`src/rtl/caliptra_prim_count_sched_if.sv`:
```
// Requester-side bundle for the shared counter: per-requester req/action/value in,
// one-hot grant and illegal-action pulse back.
interface caliptra_prim_count_sched_if #(
  parameter int unsigned NumReq = 3,
  parameter int unsigned Width  = 8
);
  logic [NumReq-1:0]       req_i;
  logic [NumReq*4-1:0]     action_i;
  logic [NumReq*Width-1:0] value_i;
  logic [NumReq-1:0]       gnt_o;
  logic                    illegal_o;

  modport master (
    output req_i, action_i, value_i,
    input  gnt_o, illegal_o
  );

  modport slave (
    input  req_i, action_i, value_i,
    output gnt_o, illegal_o
  );
endinterface

```
`src/rtl/caliptra_prim_count_sched.sv`:
```
// Shared counter with a round-robin scheduler; one Clr/Set/Incr/Decr applied per cycle.
// The count is held as an up/down pair whose divergence raises a sticky error.
module caliptra_prim_count_sched #(
  parameter int unsigned NumReq          = 3,
  parameter int unsigned Width           = 8,
  parameter logic [3:0]  PossibleActions = 4'hF
) (
  input  logic                       clk_i,
  input  logic                       rst_i,
  caliptra_prim_count_sched_if.slave bus,
  output logic [Width-1:0]           cnt_o,
  output logic                       sat_o,
  output logic                       err_o
);

  localparam int unsigned ActW = 4;
  localparam int unsigned PtrW = (NumReq > 1) ? $clog2(NumReq) : 1;

  localparam logic [Width-1:0] MaxVal = {Width{1'b1}};
  localparam logic [PtrW-1:0]  PtrRst = PtrW'(NumReq - 1);

  localparam logic [ActW-1:0] ActClr  = 4'h1;
  localparam logic [ActW-1:0] ActSet  = 4'h2;
  localparam logic [ActW-1:0] ActIncr = 4'h4;
  localparam logic [ActW-1:0] ActDecr = 4'h8;

  logic [Width-1:0] up_q, up_d;
  logic [Width-1:0] dn_q, dn_d;
  logic [PtrW-1:0]  ptr_q, ptr_d;
  logic             sat_q, sat_d;
  logic             err_q, err_d;

  logic [NumReq-1:0] gnt_c;
  logic              grant_c;
  logic [PtrW-1:0]   win_c;
  logic [ActW-1:0]   act_c;
  logic [Width-1:0]  val_c;
  logic              legal_c;
  int unsigned       dist_c;
  int unsigned       best_c;

  logic [Width:0]    inc_sum_c;
  logic [Width:0]    chk_sum_c;

  // Round-robin pick: smallest distance from the slot after the last winner.
  always_comb begin
    grant_c = 1'b0;
    win_c   = ptr_q;
    act_c   = '0;
    val_c   = '0;
    dist_c  = 0;
    best_c  = NumReq;
    for (int unsigned i = 0; i < NumReq; i++) begin
      dist_c = (i + NumReq - 1 - 32'(ptr_q)) % NumReq;
      if (bus.req_i[i] && !rst_i && (dist_c < best_c)) begin
        best_c  = dist_c;
        grant_c = 1'b1;
        win_c   = PtrW'(i);
        act_c   = bus.action_i[ActW*i +: ActW];
        val_c   = bus.value_i[Width*i +: Width];
      end
    end
    gnt_c = grant_c ? (NumReq'(1) << win_c) : '0;
  end

  // Legal means one-hot and enabled in the action mask.
  always_comb begin
    legal_c = (act_c inside {ActClr, ActSet, ActIncr, ActDecr}) &&
              ((act_c & PossibleActions) != '0);
  end

  assign bus.gnt_o     = gnt_c;
  assign bus.illegal_o = grant_c & ~legal_c;

  assign inc_sum_c = {1'b0, up_q} + {1'b0, val_c};
  assign chk_sum_c = {1'b0, up_q} + {1'b0, dn_q};

  // Next-state: apply the granted action to both halves of the redundant pair.
  always_comb begin
    up_d  = up_q;
    dn_d  = dn_q;
    ptr_d = ptr_q;
    sat_d = sat_q;
    err_d = err_q | (chk_sum_c != {1'b0, MaxVal});
    if (grant_c) begin
      ptr_d = win_c;
      sat_d = 1'b0;
      if (legal_c) begin
        unique case (act_c)
          ActClr: begin
            up_d = '0;
            dn_d = MaxVal;
          end
          ActSet: begin
            up_d = val_c;
            dn_d = MaxVal - val_c;
          end
          ActIncr: begin
            if (inc_sum_c[Width]) begin
              up_d  = MaxVal;
              dn_d  = '0;
              sat_d = 1'b1;
            end else begin
              up_d = inc_sum_c[Width-1:0];
              dn_d = dn_q - val_c;
            end
          end
          ActDecr: begin
            if (val_c > up_q) begin
              up_d  = '0;
              dn_d  = MaxVal;
              sat_d = 1'b1;
            end else begin
              up_d = up_q - val_c;
              dn_d = dn_q + val_c;
            end
          end
          default: begin
            up_d = up_q;
          end
        endcase
      end
    end
  end

  always_ff @(posedge clk_i) begin
    if (rst_i) begin
      up_q  <= '0;
      dn_q  <= MaxVal;
      ptr_q <= PtrRst;
      sat_q <= 1'b0;
      err_q <= 1'b0;
    end else begin
      up_q  <= up_d;
      dn_q  <= dn_d;
      ptr_q <= ptr_d;
      sat_q <= sat_d;
      err_q <= err_d;
    end
  end

  assign cnt_o = up_q;
  assign sat_o = sat_q;
  assign err_o = err_q;

endmodule
```
`src/flat_wrapper.sv`:
```
// flat-port wrapper written by rule: the top's interface ports become plain ports
module caliptra_prim_count_sched_flat 
#(
  parameter int unsigned NumReq          = 3,
  parameter int unsigned Width           = 8,
  parameter logic [3:0]  PossibleActions = 4'hF
)
  (clk_i, rst_i, cnt_o, sat_o, err_o, bus_req_i, bus_action_i, bus_value_i, bus_gnt_o, bus_illegal_o);
  caliptra_prim_count_sched_if #(.NumReq(NumReq), .Width(Width)) bus_i ();
  input  logic clk_i;
  input  logic rst_i;
  output logic [Width-1:0] cnt_o;
  output logic sat_o;
  output logic err_o;
  input wire logic [$bits(bus_i.req_i)-1:0] bus_req_i;
  input wire logic [$bits(bus_i.action_i)-1:0] bus_action_i;
  input wire logic [$bits(bus_i.value_i)-1:0] bus_value_i;
  output wire logic [$bits(bus_i.gnt_o)-1:0] bus_gnt_o;
  output wire logic [$bits(bus_i.illegal_o)-1:0] bus_illegal_o;
  assign bus_i.req_i = bus_req_i;
  assign bus_i.action_i = bus_action_i;
  assign bus_i.value_i = bus_value_i;
  assign bus_gnt_o = bus_i.gnt_o;
  assign bus_illegal_o = bus_i.illegal_o;
  caliptra_prim_count_sched #(.NumReq(NumReq), .Width(Width), .PossibleActions(PossibleActions)) u_core (.clk_i(clk_i), .rst_i(rst_i), .bus(bus_i), .cnt_o(cnt_o), .sat_o(sat_o), .err_o(err_o));
endmodule
```
`config.mk`:
```
export PLATFORM = sky130hd
export DESIGN_NAME = caliptra_prim_count_sched_flat
export DESIGN_NICKNAME = d
export VERILOG_FILES = /design/src/rtl/caliptra_prim_count_sched_if.sv /design/src/rtl/caliptra_prim_count_sched.sv /design/src/flat_wrapper.sv
export SDC_FILE = /design/constraint.sdc
export NUM_CORES = 1
export LEC_CHECK = 0
export BUFFER_PORTS_ARGS = -buffer_cell sky130_fd_sc_hd__buf_2
export CAP_MARGIN = 20
export CORE_UTILIZATION = 55
export CTS_BUF_LIST = sky130_fd_sc_hd__clkbuf_4 sky130_fd_sc_hd__clkbuf_8
export CTS_CLUSTER_SIZE = 20
export DETAILED_ROUTE_END_ITERATION = 6
export HOLD_SLACK_MARGIN = 0.12
export PLACE_DENSITY_LB_ADDON = 0.12
export SYNTH_ARGS = -nofsm -noshare
export SYNTH_HDL_FRONTEND = slang
export SYNTH_SLANG_ARGS = --single-unit
```
`constraint.sdc`:
```
create_clock -name clk_i -period 12.9 [get_ports clk_i]
set_input_delay 2.58 -clock clk_i [delete_from_list [all_inputs] [get_ports clk_i]]
set_output_delay 2.58 -clock clk_i [all_outputs]
set_load 0.02 [all_outputs]
```
==> summary.txt <==
Status
  • Status: complete, no violations

Logic synthesis
  • Syn Area/Cell: 7.90 µm²
  • Synth Instances: 500
  • FFs w/ async S/R, synth: 0%
  • Largest cells by area after synthesis: ha_1 28%, dfxtp_1 10%, a21oi_1 5.6%
  • XOR/XNOR share of the synthesized area: 7.32%
  • EDFF count, synth: 0
  • Syn. warnings: 0
  • Largest area contributor in the netlist: ha_1
  • Post-synthesis mux area share: 3.52%
  • Top cell type's share of synthesized area: 27.6%
  • Distinct cell type count after synthesis: 66
  • Post-synthesis compound-gate area fraction: 24.6%
  • Synth Flop Type: dfxtp_1
  • Adder-Cell Fraction of Synth Area: 30.1%
  • Synth Area in Simple Gates: 19.6%
  • Main combinational cell family by area after synthesis: adder cells
  • Synthesis-stage register bit count: 20
  • Post-synthesis sequential area ratio: 10.1%
  • Synth Cell Area: 3950 µm²

Setup path
  • Critical-path maximum fanout: 24
  • Worst Path Required: 10.32 ns
  • Total stage count of the critical path: 17
  • Critical setup path kind: in -> out
  • Reg2Reg Depth: 28
  • Critical path's slowest cell: nor3_4
  • Data arrival, critical path: 7.65 ns
  • Crit end category: output pin
  • Cell family with most CP delay: compound AO/OA/AOI/OAI gates
  • Startpoint types: input port
  • Largest stage delay on the critical path: 0.83 ns
  • Buf/Inv on CP: 3
  • CP Cell Sequence: buf_2 -> nand2b_1 -> a221o_1 -> nor2_1 -> ha_1 -> inv_1 -> a2111oi_2 -> a211o_1 -> o21ai_0 -> ha_1 -> o21ai_2 -> nor3_2 -> o311a_4 -> nor3_4 -> mux2i_2 -> o31a_1 -> buf_2

STA
  • Slew @ Worst Pin: 1.04 ns
  • Final slew viol count: 0
  • Final setup violation count: 0
  • Clock skew: 0.00563 ns
  • Hold Fails Final Rpt: 0
  • Fin crit share: 79.3%
  • Minimum clock period: 10.23 ns
  • RSZ-0062 raised after global routing: no
  • TNS Setup: 0 ns
  • Hold_ws: 0.532 ns
  • Headroom to the max-slew limit: 30.7%
  • Max Freq: 97.8 MHz

Routing
  • Number of vias per cell: 5.72
  • Drt pass-1 iters: 5
  • Post-detailed-route count of antenna-violating nets: 0
  • Via count: 3851
  • Drt drc: 0
  • Drt total wl: 10.0 mm
  • WL/cell: 14.9 µm
  • DRC violation total after the first TritonRoute iteration: 282

Placement
  • Placer Congestion: 0.900
  • Placed Cells: 670
  • Dpl cell area: 4410 µm²
  • DPL Wire Length: 7.99 mm
  • # port buffers: 54

CTS
  • Root buf cell: clkbuf_8
  • CTS buffer count: 3
  • Clk Latency, worst-skew pair: 0.27 ns
  • Post-cts repair resize count: 0
  • Clock sinks: 20
  • Postcts setup bufs: 0
  • CTS Buffer Depth: 2
  • Clk pin slew, worst setup/hold paths: 0.09 ns
  • CTS tree: built
  • H-tree depth: 1
  • Cts hold-fix bufs: 0

Final layout
  • Antenna Cells: 0
  • Fill count: 610
  • Design area: 4450 µm²
  • Area Growth Syn to Fin: 12.8%
  • Non-Filler Instances: 673
  • Net count, final: 712
  • Share of cells above drive strength 1: 14.9%

Power and ir drop
  • Leak: 2.04 nW
  • PnR Total Power: 334 µW
  • PD cells: 75.0 nW/µm²
  • VDD IR max: 0.0653 mV

Global route
  • Initial antenna violation count: 0
  • First-pass GRT wire length: 16.2 mm
  • Largest net degree at the start of global routing: 25
  • Overflow after GRT: 0
  • Vias in the first global route: 3624
  • Gr usage total: 26.8%

Floorplan
  • Initial Util: 57.5%
  • Top Ports: 55
  • Core area: 6870 µm²
  • Die height: 86.7 µm
  • Die Wd: 86.7 µm
  • Core Rows: 30
  • Die area: 7520 µm²

Run
  • Max cap viols: 0

Min path
  • Worst min path class: reg -> reg
  • Hold path cells: 2
-- flip-flops by register name, summed over array words and instances, names as in the netlist --
register and count:
u_core.sat_o 1, u_core.ptr_q 2, u_core.err_o 1, u_core.cnt_o 8
u_core.dn_q 8
-- cell usage after synthesis, drive strengths merged, types with 7 or more instances --
library cell / instances
a31oi: 7
xor2: 9
nor2: 32
ha: 87
xnor2: 24
dfxtp: 20
nor3: 13
o21ai: 29
a21oi: 44
nand2: 53
inv: 33
o21bai: 10
nand3: 10
-- cells by family after synthesis --
family          count (synthesis)
compound gates                145
xor+xnor                       33
other cells                     1
buf+inv                        45
simple gates                  152
fa+ha+maj                      92
flops                          20
mux                            12
-- layout make-up --
| cell class | instances | area, µm² | area share [%] |
|---|---|---|---|
| clock buffer | 3 | 41.3 | 0.927 |
| sequential | 20 | 400 | 8.99 |
| timing repair buffer | 57 | 293 | 6.58 |
| tap | 96 | 120 | 2.70 |
| multi-input combinational | 464 | 3470 | 78.0 |
| inverter | 33 | 124 | 2.78 |
-- metrics by stage --
stage               setup WS [ns]  utilization, %
detailed placement           2.72            64.2
CTS                          2.70            64.8
global route                 2.33            64.8
finish                       2.67            64.8
global placement             2.92            64.1
floorplan                    4.10               -
-- layout by cell type, fill, tap and decap left out, types with 5 or more instances in the layout --
master	instances
nand4_1	6
nor3_1	11
ha_1	87
inv_1	32
o211ai_1	5
o21a_1	6
a21o_1	5
nand3b_1	6
o21bai_1	10
xor2_1	9
fa_1	5
nand3_1	10
xnor2_1	24
a21oi_1	44
mux2_2	6
a31oi_1	7
a41oi_1	5
dfxtp_1	20
nand2b_1	6
buf_2	54
conb_1	30
nor2_1	31
nand2_1	53
o21ai_0	24
-- routing by layer --
| metal | routed length, µm | vias to the layer above | share of wire [%] | GRT usage (%) |
|---|---|---|---|---|
| met5 | 0 | - | 0 | 0 |
| met2 | 4540 | 122 | 45 | 47.1 |
| met1 | 4750 | 1754 | 47 | 36.0 |
| met3 | 538 | 15 | 5.4 | 1.33 |
| li1 | - | 1960 | - | - |
| met4 | 199 | 0 | 2.0 | 6.67 |
-- final timing paths --
path,from,to,slack [ns]
setup / recovery,rst_i,bus_illegal_o,2.67
hold reg to reg,u_core.sat_o,u_core.sat_o,0.53
setup reg to reg,u_core.ptr_q[1],u_core.dn_q[3],4.54
hold / removal,u_core.sat_o,u_core.sat_o,0.53
-- tightest hold or removal path: stages, from the launching register on --
cell     delay, ns
dfxtp_1       0.33
nand2_1       0.07
a31oi_1       0.08
-- report_power, final --
part	total, mW	switching, mW	leakage (nW)	internal [mW]
registers	0.0765	0.00902	0.164	0.0675
logic	0.213	0.123	1.86	0.0893
clock network	0.0446	0.0237	0.0216	0.0209
total	0.334	0.156	2.04	0.178
Power figures use the tool's default switching activity.
